<file path="config.mk">
export PLATFORM = sky130hd
export DESIGN_NAME = instr_queue
export DESIGN_NICKNAME = d
export VERILOG_FILES = /design/src/rtl/instr_queue.sv
export SDC_FILE = /design/constraint.sdc
export NUM_CORES = 1
export LEC_CHECK = 0
export ABC_AREA = 1
export BUFFER_PORTS_ARGS = -buffer_cell sky130_fd_sc_hd__buf_2
export CAP_MARGIN = 5
export CORE_ASPECT_RATIO = 0.5
export CORE_MARGIN = 3
export CORE_UTILIZATION = 45
export CTS_BUF_LIST = sky130_fd_sc_hd__clkbuf_8
export DETAILED_ROUTE_END_ITERATION = 6
export PLACE_DENSITY = 0.76
export SLEW_MARGIN = 15
export SYNTH_ARGS = -nofsm -noshare
export SYNTH_HDL_FRONTEND = slang
export SYNTH_SLANG_ARGS = --single-unit
export TNS_END_PERCENT = 5
</file>
<file path="constraint.sdc">
create_clock -name clk -period 5.05 [get_ports clk]
set_input_delay 0.7575 -clock clk [delete_from_list [all_inputs] [get_ports clk]]
set_output_delay 0.7575 -clock clk [all_outputs]
set_load 0.03 [all_outputs]
</file>
<file path="src/rtl/instr_queue.sv">
// Fetch-to-decode instruction queue: circular buffer of {pc, instr} entries.
// Flush overrides push/pop; the head is masked to a zero nop while empty.
module instr_queue #(
  parameter int DEPTH = 4
) (
  input  logic                     clk,
  input  logic                     reset,
  input  logic                     f_valid,
  input  logic [31:0]              f_pc,
  input  logic [31:0]              f_instr,
  output logic                     f_ready,
  output logic                     d_valid,
  output logic [31:0]              d_pc,
  output logic [31:0]              d_instr,
  input  logic                     d_ready,
  input  logic                     flush,
  output logic [$clog2(DEPTH):0]   count
);

  localparam int AW = $clog2(DEPTH);
  localparam logic [AW:0] FULL_COUNT = (AW+1)'(DEPTH);

  logic [31:0]   pc_mem    [DEPTH];
  logic [31:0]   instr_mem [DEPTH];
  logic [AW-1:0] rd_ptr_reg;
  logic [AW-1:0] wr_ptr_reg;
  logic [AW:0]   count_reg;
  logic          push;
  logic          pop;

  // Readiness depends only on occupancy, so fetch never sees a path from d_ready.
  assign f_ready = (count_reg != FULL_COUNT);
  assign d_valid = (count_reg != '0);
  assign count   = count_reg;

  assign push = f_valid && f_ready && !flush;
  assign pop  = d_valid && d_ready && !flush;

  assign d_pc    = d_valid ? pc_mem[rd_ptr_reg]    : 32'h0000_0000;
  assign d_instr = d_valid ? instr_mem[rd_ptr_reg] : 32'h0000_0000;

  // Storage is never cleared; stale contents are hidden by the d_valid mask.
  always_ff @(posedge clk) begin
    if (push && !reset) begin
      pc_mem[wr_ptr_reg]    <= f_pc;
      instr_mem[wr_ptr_reg] <= f_instr;
    end
  end

  always_ff @(posedge clk or posedge reset) begin
    if (reset) begin
      rd_ptr_reg <= '0;
      wr_ptr_reg <= '0;
      count_reg  <= '0;
    end else if (flush) begin
      rd_ptr_reg <= '0;
      wr_ptr_reg <= '0;
      count_reg  <= '0;
    end else begin
      if (push) begin
        wr_ptr_reg <= wr_ptr_reg + 1'b1;
      end
      if (pop) begin
        rd_ptr_reg <= rd_ptr_reg + 1'b1;
      end
      if (push && !pop) begin
        count_reg <= count_reg + 1'b1;
      end else if (pop && !push) begin
        count_reg <= count_reg - 1'b1;
      end
    end
  end

endmodule

</file>
==> flow_summary.yaml, run 1 <==
logic_synthesis:
  netlist_area_um2: 10400
  syn_area_per_cell_um2: 12.6
  netlist_instances: 822
  synth.area.top_cells: "edfxtp_1 (74%), nor2_1 (9.5%), o21ai_0 (6.2%), a21oi_1 (3.3%), dfrtp_1 (1.7%)"
  synth.distinct_cells: 23
  synth-seq-cells: 263
  synth_nets: 896
  yosysWarnings: 0
  synth_largest_area_cell: "edfxtp_1"
  yosysMostFrequentCell: "nor2_1"
  synth.top_cell.area_share_pct: 74.1
  synth_edf_count: 256
  ys.flop_type: "edfxtp_1"
  async_flop_share_pct: 2.66
  ys_top_cells_by_count: "nor2_1 (262), edfxtp_1 (256), o21ai_0 (128), a21oi_1 (68)"
  ys_seq_area_share_pct: 75.8
floorplan:
  core_area_um2: 22200
  die_area_um2: 25000
  rows: 38
  start_util_pct: 46.8
  die_height_um: 113
  io_pins: 138
  die_w_um: 221
setup_path:
  path_buf_inv: 3
  reg2reg_depth: 7
  cp_slowest_stage_delay_ps: 690
  cp_cell_sequence: "clkinv_2, buf_4, o21ai_0, a21oi_1, buf_2"
  worst_setup_path_start_kind: "register"
  cp.required_ps: 4290
  crit_type: "register to primary output"
  endpoint_kind: "primary output"
  reg2reg_from: "count[0]"
  crit_slowest_cell: "dfrtp_4"
  crit_family: "buffers and inverters"
  r2r_end: "instr_mem[3][27]"
  crit_fanout: 51
  r2r_slack_ps: 2450
  cp.arrival_ps: 2780
flow_run:
  maxCapViolCount: 0
clock_network:
  cts_max_path_buffers: 3
  cts_tree: "built"
  cts.repair.resized: 0
  postCtsSetupRepairBufs: 0
  cts_buffers: 38
  htree_levels: 2
  clkTransAtPathRegs_ps: 60
  hold_buffers: 0
  root_buffer: "clkbuf_8"
  worstSkewPairLatency_ps: 510
  cts_sinks: 263
final_layout:
  n_fill_cell: 1817
  drive_above_1_share_pct: 21.4
  nets: 1039
  area_growth_pct: 16.4
drt:
  drt_wl_total_um: 22600
  vias_per_cell: 5.16
  drtAntennaViolNets: 0
  wl_per_cell_um: 17.5
  drt-initial-drc-count: 663
  routed-via-count: 6667
  drtPass1Iterations: 5
  drc: 0
sta:
  clock_skew_ps: 12.4
  slew_headroom_pct: 35.1
  setup_viol: 0
  worst_pin_slew_ps: 974
  rsz0062_at_grt: "no"
  slew_violations: 0
  fmax_mhz: 283
  finalCriticalPeriod_ps: 3540
  period_share_pct: 70.1
  tns_ps: 0
  hold_viol: 0
global_routing:
  grt-ovfl-total: 0
  grt_first_pass_wirelength_um: 35300
  grt_usage_pct: 18.1
  antenna_found_initial: 2
  grt_max_degree: 65
  grt_pass1_vias: 6565
pwr:
  p_leak_nw: 4.42
  p_per_area_nw_per_um2: 533
  total_power_mw: 6.43
  power_frac_clock_pct: 25.3
  power_frac_comb_pct: 35.0
  pwr-share-seq_pct: 39.6
  p_sw_share_pct: 39.2
  switchingPower_mw: 2.52
  peakVddDrop_uv: 298
  intPower_mw: 3.91
placed_design:
  io_buffers: 137
  dpl.hpwl_um: 13100
  gp_congestion: 0.778
status:
  run_status: "complete, no violations"
worst_hold_path:
  hold_path_class: "input port to asynchronous set/reset pin"
-- metal layers --
layer	up-vias	part of all wire, %	routed length [µm]	GRT usage [%]
met2	225	50	11200	31.1
met4	2	2.0	450	5.32
met1	3209	42	9450	23.2
li1	3190	-	-	-
met3	41	6.3	1420	4.11
met5	-	0.040	9	0
-- placed cells by master (no fill, tap or decap), types with 2 or more instances in the layout --
| master | n |
|---|---|
| ha_1 | 4 |
| a21oi_1 | 68 |
| dfrtp_1 | 5 |
| nand2_1 | 19 |
| nand3_1 | 2 |
| buf_12 | 2 |
| buf_4 | 12 |
| inv_1 | 25 |
| clkbuf_8 | 39 |
| bufinv_16 | 3 |
| o21ai_1 | 4 |
| o21ai_0 | 128 |
| clkinv_1 | 8 |
| edfxtp_1 | 256 |
| nor2_4 | 5 |
| nor2_1 | 258 |
| clkinv_2 | 6 |
| inv_2 | 2 |
| buf_2 | 137 |
-- worst reg2reg max path: stages, from the launching register on --
cell,delay [ps]
dfrtp_1,460
nor2_4,60
nand2_1,80
nand2_1,110
nor2_1,230
nand2_1,280
nor2_4,610
buf_4,440
-- cell families (layout without fill, tap and decap cells) --
logic type,count (synthesis),count (layout),synth area share [%]
xor+xnor,1,1,0.0845
simple gates,287,287,10.6
fa+ha+maj,5,5,0.676
other cells,0,1,0
flops,263,263,75.8
compound gates,201,201,9.74
buf+inv,65,235,3.08
-- how the worst max path moves through the flow --
| stage | from | endpoint | cells past startpoint |
|---|---|---|---|
| 6_report | rd_ptr_reg[0] | d_pc[0] | 5 |
| 5_1_grt | rd_ptr_reg[0] | d_instr[13] | 5 |
| 4_1_cts | rd_ptr_reg[0] | d_instr[25] | 5 |
| 3_5_place_dp | rd_ptr_reg[0] | d_instr[25] | 5 |
| 3_3_place_gp | rd_ptr_reg[0] | d_instr[12] | 5 |
| 2_1_floorplan | count[1] | instr_mem[0][0] | 6 |
-- layout make-up --
| type | count | area [µm²] | area share (%) |
|---|---|---|---|
| Clock buffer | 39 | 537 | 4.45 |
| Clock inverter | 28 | 194 | 1.61 |
| Sequential cell | 263 | 7870 | 65.2 |
| Antenna cell | 1 | 2.50 | 0.0207 |
| Inverter | 17 | 65.1 | 0.539 |
| Timing Repair Buffer | 151 | 816 | 6.76 |
| Tap cell | 300 | 375 | 3.11 |
| Multi-Input combinational cell | 494 | 2220 | 18.4 |
-- power by group through the flow --
stage               registers, mW  logic [mW]  clock network, mW
finish                       2.55        2.25               1.63
global route                 2.56        2.45               1.78
CTS                          2.55        2.28               1.67
detailed placement           2.59        2.27                  0
global placement             2.59        2.24                  0
floorplan                    2.58        1.61                  0
-- per-stage QoR --
step                hold WS, ps  utilization (%)  cell area (µm²)  std cells  worst slack (ps)
floorplan                   569                -            10400        822               514
global placement            615             51.2            11300       1225              2120
detailed placement          632             51.2            11300       1225              2050
CTS                         161             54.5            12100       1292              1500
global route                180             54.5            12100       1293              1260
finish                      182             54.5            12100       1293              1510
No activity file was read; power rests on OpenSTA's default activity.
==> inputs of run 2 (changes only) <==
==> constraint.sdc (replaced) <==
create_clock -name clk -period 3.6 [get_ports clk]
set_input_delay 0.54 -clock clk [delete_from_list [all_inputs] [get_ports clk]]
set_output_delay 0.54 -clock clk [all_outputs]
set_load 0.03 [all_outputs]
==> run 2 against run 1 <==
Net effect:
- setup slack lost 940 ps
- routed wire length shrank 1.4%
- sequential share of layout area is essentially flat
- critical endpoint is now d_pc[6]
- largest cell class unchanged
- largest power group unchanged
==> flow_summary.yaml, run 2 (synthesis gave the netlist of run 1 again) <==
global_routing:
  grt_first_pass_wirelength_um: 34800
  grt_max_degree: 84
  grt_pass1_vias: 6596
  grt-ovfl-total: 0
  grt_usage_pct: 17.6
  antenna_found_initial: 4
clock_network:
  cts_tree: "built"
  cts.repair.resized: 0
  worstSkewPairLatency_ps: 500
  cts_buffers: 39
  clkTransAtPathRegs_ps: 60
  cts_sinks: 263
  htree_levels: 2
  cts_max_path_buffers: 3
  root_buffer: "clkbuf_8"
drt:
  drtPass1Iterations: 5
  drtAntennaViolNets: 0
  vias_per_cell: 5.05
  drt_wl_total_um: 22300
  drc: 0
  routed-via-count: 6585
  wl_per_cell_um: 17.1
  drt-initial-drc-count: 533
final_layout:
  layout_common_cells: "nor2_1 (258), edfxtp_1 (256), buf_2 (137)"
  drive_above_1_share_pct: 21.2
  nets: 1043
  final_common_cell: "nor2_1"
  area_growth_pct: 16.5
setup_path:
  worst_setup_path_start_kind: "register"
  cp.arrival_ps: 2490
  crit_type: "register to primary output"
  crit_fanout: 51
  cp.required_ps: 3060
  endpoint_kind: "primary output"
floorplan:
  die_w_um: 221
  die_area_um2: 25000
  core_area_um2: 22200
  start_util_pct: 46.8
  io_pins: 138
  rows: 38
  die_height_um: 113
sta:
  rsz0062_at_grt: "no"
  clock_skew_ps: 21.0
  tns_ps: 0
  setup_viol: 0
  worst_pin_slew_ps: 703
  fmax_mhz: 330
  hold_viol: 0
  slew_headroom_pct: 53.2
  worst_slack_ps: 567
  finalCriticalPeriod_ps: 3030
  slew_violations: 0
  period_share_pct: 84.2
status:
  run_status: "complete, no violations"
pwr:
  p_leak_nw: 4.44
  p_per_area_nw_per_um2: 735
  peakVddDrop_uv: 328
placed_design:
  io_buffers: 137
  gp_congestion: 0.794
  dp_slack_ps: 1050
  dpl.hpwl_um: 12800
worst_hold_path:
  hold_path_class: "input port to register"
flow_run:
  maxCapViolCount: 0
## run 2: changes by cell type in the layout (fill, tap and decap cells not counted)
cell	previous run	this run
buf_12	2	3
buf_4	12	13
bufinv_16	3	0
clkbuf_8	39	41
clkinv_2	6	3
diode_2	1	3
dlygate4sd3_1	0	1
inv_1	25	32
inv_6	0	2
## run 2: report_power, final
part           total, mW  switching [mW]  leakage, nW  internal (mW)
Clock               2.13            1.06        0.420           1.06
Sequential          3.60           0.121         2.40           3.48
Combinational       3.16            2.35         1.62          0.805
## run 2: per-layer routing
metal / wire length [µm] / GRT usage, % / vias up
met2: 10800 / 29.3 / 174
li1: - / - / 3205
met1: 9630 / 23.1 / 3166
met3: 1300 / 4.27 / 36
met4: 459 / 5.79 / 4
met5: 27 / 0 / -
## run 2: timing repair
item	CTS	global route
hold buffers	1	0
endpoints found under the hold margin	7	0
setup endpoints to repair	0	0
buffers inserted	0	0
## run 2: per-stage QoR
stage	util (%)	hold slack [ps]	instance area, µm²	power (mW)	std cells
3_5_place_dp	51.3	502	11400	6.85	1227
2_1_floorplan	-	352	10400	5.87	822
6_report	54.5	247	12100	8.89	1303
3_3_place_gp	51.3	497	11400	6.80	1227
4_1_cts	54.5	219	12100	8.98	1300
5_1_grt	54.5	213	12100	9.38	1302
## run 2: final cells by class
type                    instances  area (µm²)
repair buffers                154         853
multi-input cells             494        2220
fillers                      1818       10100
inverters                      17        65.1
clock buffers                  41         564
clock inverters                31         133
diodes                          3        7.51
well taps                     300         375
flip-flops and latches        263        7870
## run 2: final timing paths
check,from,endpoint,slack (ps),depth (start not counted)
min,f_pc[18],pc_mem[3][18],250,1
min reg2reg,wr_ptr_reg[1],wr_ptr_reg[1],630,2
max in group asynchronous,reset,rd_ptr_reg[0],2790,3
max reg2reg,count[0],instr_mem[1][6],1200,7
min in group asynchronous,reset,rd_ptr_reg[0],550,3
max,rd_ptr_reg[0],d_pc[6],570,6
## run 2: worst max-delay path, cell delays in order, from the launching register on
cell and delay (ps):
dfrtp_4 790, buf_4 410, nor2_1 90, nor2_1 80, o21ai_0 90, a21oi_1 270, buf_2 250
